--- config.mk ---
export PLATFORM = sky130hd
export DESIGN_NAME = dlx_hazard_ctrl
export DESIGN_NICKNAME = d
export VERILOG_FILES = /design/src/rtl/dlx_hazard_ctrl.sv
export SDC_FILE = /design/constraint.sdc
export NUM_CORES = 1
export LEC_CHECK = 0
export BUFFER_PORTS_ARGS = -buffer_cell sky130_fd_sc_hd__clkbuf_2
export CORE_ASPECT_RATIO = 0.6
export CORE_UTILIZATION = 55
export DETAILED_ROUTE_END_ITERATION = 16
export PLACE_DENSITY = 0.82
export SYNTH_ARGS = -nofsm -noshare
export SYNTH_HDL_FRONTEND = slang
export SYNTH_SLANG_ARGS = --single-unit
--- constraint.sdc ---
create_clock -name clk -period 5.6 [get_ports clk]
set_input_delay 1.4 -clock clk [delete_from_list [all_inputs] [get_ports clk]]
set_output_delay 1.4 -clock clk [all_outputs]
set_load 0.01 [all_outputs]
--- src/rtl/dlx_hazard_ctrl.sv ---
// DLX pipeline hazard controller: shadow scoreboard of in-flight destinations,
// ID stall / operand-A forwarding select, IF flush/hold and trap drain-to-halt.
module dlx_hazard_ctrl #(
  parameter int unsigned DRAIN_CYCLES = 3,
  parameter int unsigned CNT_W        = 16
) (
  input  logic             clk,
  input  logic             rst,
  input  logic             dc_wait,
  input  logic [2:0]       id_opcode_class,
  input  logic [4:0]       id_ir_rs1,
  input  logic [4:0]       id_ir_rs2,
  input  logic [4:0]       id_rd,
  input  logic             id_reg_wen,
  input  logic             id_cond,
  input  logic             id_halt,
  input  logic             id_illegal_instr,
  output logic             stall,
  output logic             id_a_fwd_sel,
  output logic             if_flush,
  output logic             if_hold,
  output logic             halted,
  output logic             illegal_err,
  output logic [CNT_W-1:0] stall_cnt
);

  localparam int unsigned DCNT_W = $clog2(DRAIN_CYCLES + 1);

  localparam logic [2:0] CLS_RR_ALU = 3'd0;
  localparam logic [2:0] CLS_IM_ALU = 3'd1;
  localparam logic [2:0] CLS_LOAD   = 3'd2;
  localparam logic [2:0] CLS_STORE  = 3'd3;
  localparam logic [2:0] CLS_BRANCH = 3'd4;

  localparam logic FWDSEL_NONE           = 1'b0;
  localparam logic FWDSEL_EX_MEM_ALU_OUT = 1'b1;

  localparam logic [1:0] ST_RUN    = 2'd0;
  localparam logic [1:0] ST_DRAIN  = 2'd1;
  localparam logic [1:0] ST_HALTED = 2'd2;

  typedef struct packed {
    logic       vld;
    logic [4:0] rd;
    logic       is_load;
  } sb_slot_t;

  // slot 0 = EX, 1 = MEM, 2 = WB
  sb_slot_t sb_q [3];
  sb_slot_t sb_d [3];

  logic [1:0]        state_q, state_d;
  logic [DCNT_W-1:0] drain_cnt_q, drain_cnt_d;
  logic              halted_q, halted_d;
  logic              illegal_err_q, illegal_err_d;
  logic [CNT_W-1:0]  stall_cnt_q, stall_cnt_d;

  sb_slot_t ex_s, mem_s;
  logic     use_rs1, use_rs2, is_br, run, trap;
  logic     rs1_nz, rs2_nz, ex_hit1, ex_hit2, mem_hit1;

  assign ex_s  = sb_q[0];
  assign mem_s = sb_q[1];

  // Operand usage by instruction class.
  always_comb begin
    use_rs1 = 1'b0;
    use_rs2 = 1'b0;
    case (id_opcode_class)
      CLS_RR_ALU, CLS_STORE: begin
        use_rs1 = 1'b1;
        use_rs2 = 1'b1;
      end
      CLS_IM_ALU, CLS_LOAD, CLS_BRANCH: use_rs1 = 1'b1;
      default: ;
    endcase
  end

  // Hazard detection, forwarding select and IF controls.
  always_comb begin
    is_br    = (id_opcode_class == CLS_BRANCH);
    run      = (state_q == ST_RUN);
    trap     = id_halt | id_illegal_instr;
    rs1_nz   = (id_ir_rs1 != 5'd0);
    rs2_nz   = (id_ir_rs2 != 5'd0);
    ex_hit1  = ex_s.vld & rs1_nz & (ex_s.rd == id_ir_rs1);
    ex_hit2  = ex_s.vld & rs2_nz & (ex_s.rd == id_ir_rs2);
    mem_hit1 = mem_s.vld & rs1_nz & (mem_s.rd == id_ir_rs1);

    stall = run & ((ex_s.is_load & ((use_rs1 & ex_hit1) | (use_rs2 & ex_hit2)))
                   | (is_br & ex_hit1)
                   | (is_br & mem_hit1 & mem_s.is_load));

    id_a_fwd_sel = (mem_hit1 & ~mem_s.is_load) ? FWDSEL_EX_MEM_ALU_OUT : FWDSEL_NONE;
    if_flush     = id_cond & ~stall & ~dc_wait & run;
    if_hold      = stall | dc_wait | ~run;
  end

  // Next state: scoreboard advance, FSM, counters; dc_wait freezes everything.
  always_comb begin
    sb_d          = sb_q;
    state_d       = state_q;
    drain_cnt_d   = drain_cnt_q;
    halted_d      = halted_q;
    illegal_err_d = illegal_err_q;
    stall_cnt_d   = stall_cnt_q;

    if (!dc_wait) begin
      sb_d[2] = sb_q[1];
      sb_d[1] = sb_q[0];
      sb_d[0] = '0;
      if (run && !stall && !trap) begin
        sb_d[0].vld     = id_reg_wen & (id_rd != 5'd0);
        sb_d[0].rd      = id_rd;
        sb_d[0].is_load = (id_opcode_class == CLS_LOAD);
      end

      if (stall && (stall_cnt_q != '1)) begin
        stall_cnt_d = stall_cnt_q + CNT_W'(1);
      end

      case (state_q)
        ST_RUN: begin
          if (trap && !stall) begin
            state_d       = ST_DRAIN;
            drain_cnt_d   = DCNT_W'(DRAIN_CYCLES);
            illegal_err_d = id_illegal_instr;
          end
        end
        ST_DRAIN: begin
          if (drain_cnt_q == DCNT_W'(1)) begin
            state_d     = ST_HALTED;
            drain_cnt_d = '0;
            halted_d    = 1'b1;
          end else begin
            drain_cnt_d = drain_cnt_q - DCNT_W'(1);
          end
        end
        default: ;
      endcase
    end
  end

  always_ff @(posedge clk or negedge rst) begin
    if (!rst) begin
      for (int i = 0; i < 3; i++) sb_q[i] <= '0;
      state_q       <= ST_RUN;
      drain_cnt_q   <= '0;
      halted_q      <= 1'b0;
      illegal_err_q <= 1'b0;
      stall_cnt_q   <= '0;
    end else begin
      for (int i = 0; i < 3; i++) sb_q[i] <= sb_d[i];
      state_q       <= state_d;
      drain_cnt_q   <= drain_cnt_d;
      halted_q      <= halted_d;
      illegal_err_q <= illegal_err_d;
      stall_cnt_q   <= stall_cnt_d;
    end
  end

  assign halted      = halted_q;
  assign illegal_err = illegal_err_q;
  assign stall_cnt   = stall_cnt_q;

endmodule

==> results.yml <==
floorplanning:
  die_area_sq_mm: 0.00367
  rows: 16
  die_w_microns: 77.6
  floorplan.core_area_sq_mm: 0.00326
  floorplan.initialDensity_pct: 57.8
  io_pins: 47
  die_h_microns: 47.4
run_status:
  outcome: "finished clean"
clocking:
  tritoncts.num_buffers: 5
  cts.hold.buffers_added: 0
  cts_tree: "built"
  clk_transition_reported_paths_ps: 70
  clockBufferDepth: 2
  clock_tree.root_cell: "sky130_fd_sc_hd__clkbuf_8"
  cts.sinks: 36
  cts_setup_buffers: 0
  post_cts_sizing_count: 0
  worst_skew_pair.late_latency_ps: 280
  clock_h_tree_levels: 2
timing:
  setup_total_negative_slack_ps: 0
  worstMarginPinSlew_ps: 1080
  rsz0062_at_grt: "no"
  final-hold-violation-count: 0
  fin_hold_ws_ps: 474
  finalClockSkew_ps: 4.53
  timing.slew.headroom_pct: 27.9
  setup-violations-final: 0
  final_min_period_ps: 4430
  layout_worst_path_cycle_share_pct: 79.1
  max_clock_freq_mhz: 226
  slew_violations: 0
layout:
  layout.nets: 248
  mostFrequentLayoutCells: "sky130_fd_sc_hd__clkbuf_2, sky130_fd_sc_hd__dfrtp_1, sky130_fd_sc_hd__nand2_1, sky130_fd_sc_hd__xnor2_1, sky130_fd_sc_hd__nor2_1"
  area_delta_synth_final_pct: 20.9
  post_route_cells_drive_above_1_share_pct: 33.3
  antennaDiodeCount: 0
  mostFrequentLayoutCell: "sky130_fd_sc_hd__clkbuf_2"
setup_path:
  worst-path-max-fanout: 6
  worstSetupStartpoint: "id_ir_rs1[1]"
  worst_path_dominant_cell_family: "simple AND/OR/NAND/NOR gates"
  worstPathCellList: "clkbuf_2 > or4_4 > nor2_4 > nor4_2 > nor4b_4 > and2_2 > clkbuf_2"
  setup.worst_path.end_class: "output pin"
  critical_path.startpoint_type: "input port"
  rr_startpoint: "ex_s[1]"
  crit_path_max_incr_delay_ps: 540
  critical_path_buf_inv_count: 2
  worstReg2RegEnd: "stall_cnt[1]"
  rr_worst_depth: 4
  worst_ep_arrival_time_ps: 3030
  timing.critical_path.slowest_stage_cell: "sky130_fd_sc_hd__or4_4"
  reg2reg_slack_ps: 2980
  timing.critical_path.mode_cell: "sky130_fd_sc_hd__clkbuf_2"
  crit_path_end: "if_flush"
  cp_data_required_time_ps: 4200
  crit_cells: 7
  setup.worst_path.class: "input port to output pin"
detailed_routing:
  avgViaCountPerCell: 5.52
  drt_wl_total_mm: 3.85
  dr.pass1.iters: 4
  route.antenna.remaining_nets: 0
  drt-initial-drc-count: 59
  number_of_vias_after_detailed_routing: 1475
  final_routed_drc_violation_total: 0
  routed_wire_length_per_instance_microns: 14.4
global_routing:
  track_usage_pct: 23.3
  first_global_vias: 1242
  grt_first_pass_wirelength_mm: 6.14
  global_route.overflow_total: 0
  grt_max_degree: 37
  number_of_antenna_violations_at_the_first_check_in_global_routing: 0
worst_hold_path:
  min_path_cells: 1
  worstHoldPathType: "register to register"
  hold_path_start: "halted"
synthesis:
  post_synth_instance_area_sq_mm: 0.00189
  syn-instance-count: 171
  synth-seq-cells: 36
  synth_cell_type_count: 38
  synth_warnings: 0
  syn-num-nets: 198
  synth_area_per_cell_sq_um: 11.0
  synth_seq_area_share_pct: 47.8
power:
  worst_vdd_ir_v: 0.000234
  power_per_cell_area_mw_per_mm2: 290
  power_leakage_nw: 1.10
placement:
  portBuffers: 46
  post-dp-hpwl_mm: 2.82
  gp_congestion: 0.833
job:
  max_cap_viol_count: 0
## where the power goes
part           internal (mW)  switching [mW]  leakage [nW]
sequential             0.285          0.0239         0.487
clock                  0.157          0.0934        0.0645
combinational         0.0493          0.0527         0.549
total                  0.492           0.170          1.10
## registers in the layout, summed over array words and instances, names as in the netlist
| register | count |
|---|---|
| stall_cnt | 16 |
| ex_s | 7 |
| mem_s | 7 |
| drain_cnt_q | 2 |
| state_q | 2 |
| halted | 1 |
| illegal_err | 1 |
## per-stage QoR
| step | setup slack (ps) | util, % | cell area [sq um] | std cells | total power, mW |
|---|---|---|---|---|---|
| finish | 1170 | 69.9 | 2280 | 267 | 0.662 |
| CTS | 1180 | 69.9 | 2280 | 267 | 0.666 |
| global route | 1110 | 69.9 | 2280 | 267 | 0.694 |
| global placement | 1200 | 66.0 | 2150 | 259 | 0.411 |
| floorplan | 1520 | - | 1890 | 171 | 0.373 |
| detailed placement | 1190 | 66.0 | 2150 | 259 | 0.416 |
## synthesized netlist by cell type
cell | number | area share [%]
sky130_fd_sc_hd__xor2_1 | 13 | 6.0
sky130_fd_sc_hd__ha_1 | 2 | 1.3
sky130_fd_sc_hd__a22o_1 | 5 | 2.3
sky130_fd_sc_hd__a21oi_1 | 1 | 0.27
sky130_fd_sc_hd__nor4_2 | 2 | 1.3
sky130_fd_sc_hd__o41ai_2 | 1 | 0.86
sky130_fd_sc_hd__o21bai_1 | 1 | 0.40
sky130_fd_sc_hd__nand2b_1 | 1 | 0.33
sky130_fd_sc_hd__nand2_1 | 17 | 3.4
sky130_fd_sc_hd__o311ai_2 | 1 | 0.86
sky130_fd_sc_hd__nor4b_4 | 1 | 1.3
sky130_fd_sc_hd__and3_1 | 2 | 0.66
sky130_fd_sc_hd__mux2_2 | 8 | 4.8
sky130_fd_sc_hd__dfrtp_1 | 36 | 48
sky130_fd_sc_hd__nor3_1 | 8 | 2.1
sky130_fd_sc_hd__and2_1 | 1 | 0.33
sky130_fd_sc_hd__nor4_1 | 2 | 0.66
sky130_fd_sc_hd__inv_1 | 3 | 0.60
sky130_fd_sc_hd__a22o_2 | 1 | 0.53
sky130_fd_sc_hd__nand3_1 | 13 | 3.5
sky130_fd_sc_hd__a32o_1 | 2 | 1.1
sky130_fd_sc_hd__nor2_1 | 15 | 3.0
sky130_fd_sc_hd__nor2_4 | 1 | 0.60
sky130_fd_sc_hd__clkbuf_1 | 1 | 0.20
sky130_fd_sc_hd__nor2b_1 | 1 | 0.33
sky130_fd_sc_hd__a31o_2 | 1 | 0.46
sky130_fd_sc_hd__o21ai_0 | 1 | 0.27
sky130_fd_sc_hd__mux2i_1 | 1 | 0.53
sky130_fd_sc_hd__or3_1 | 1 | 0.33
sky130_fd_sc_hd__nand4_1 | 4 | 1.3
sky130_fd_sc_hd__or4_4 | 1 | 0.60
sky130_fd_sc_hd__buf_6 | 1 | 0.60
sky130_fd_sc_hd__and4_1 | 1 | 0.46
sky130_fd_sc_hd__xnor2_1 | 17 | 7.9
sky130_fd_sc_hd__nor3b_4 | 1 | 1.0
sky130_fd_sc_hd__a2111oi_4 | 1 | 1.5
sky130_fd_sc_hd__and2_2 | 1 | 0.40
sky130_fd_sc_hd__buf_1 | 1 | 0.20
## layer usage
layer  track usage [%]  wire (microns)  part of all wire (%)
met1              33.7            1950                    51
met2              34.7            1660                    43
met3              6.60             207                   5.4
met4              6.79              27                  0.70
met5                 0               0                     0
## worst min-delay path by stage
stage	endpoint	slack (ps)
floorplan	drain_cnt_q[1]	460
global placement	halted	460
detailed placement	halted	460
CTS	halted	480
global route	stall_cnt[12]	510
finish	halted	470
## layout make-up
class                           count  area [sq um]
Multi-Input combinational cell    129           955
Clock buffer                        7          96.3
Tap cell                           45          56.3
Timing Repair Buffer               46           230
Inverter                            3          11.3
Fill cell                         252           983
Clock inverter                      1          30.0
Sequential cell                    36           901
## logic make-up (layout without fill, tap and decap cells)
kind of cell	after synthesis	count (layout)	share of synthesized area [%]
simple gates	73	73	21.6
flops	36	36	47.8
xor+xnor	30	30	13.9
compound gates	15	15	8.49
mux	9	9	5.31
buf+inv	6	57	1.59
fa+ha+maj	2	2	1.33
(Power assumes the default switching activity.)
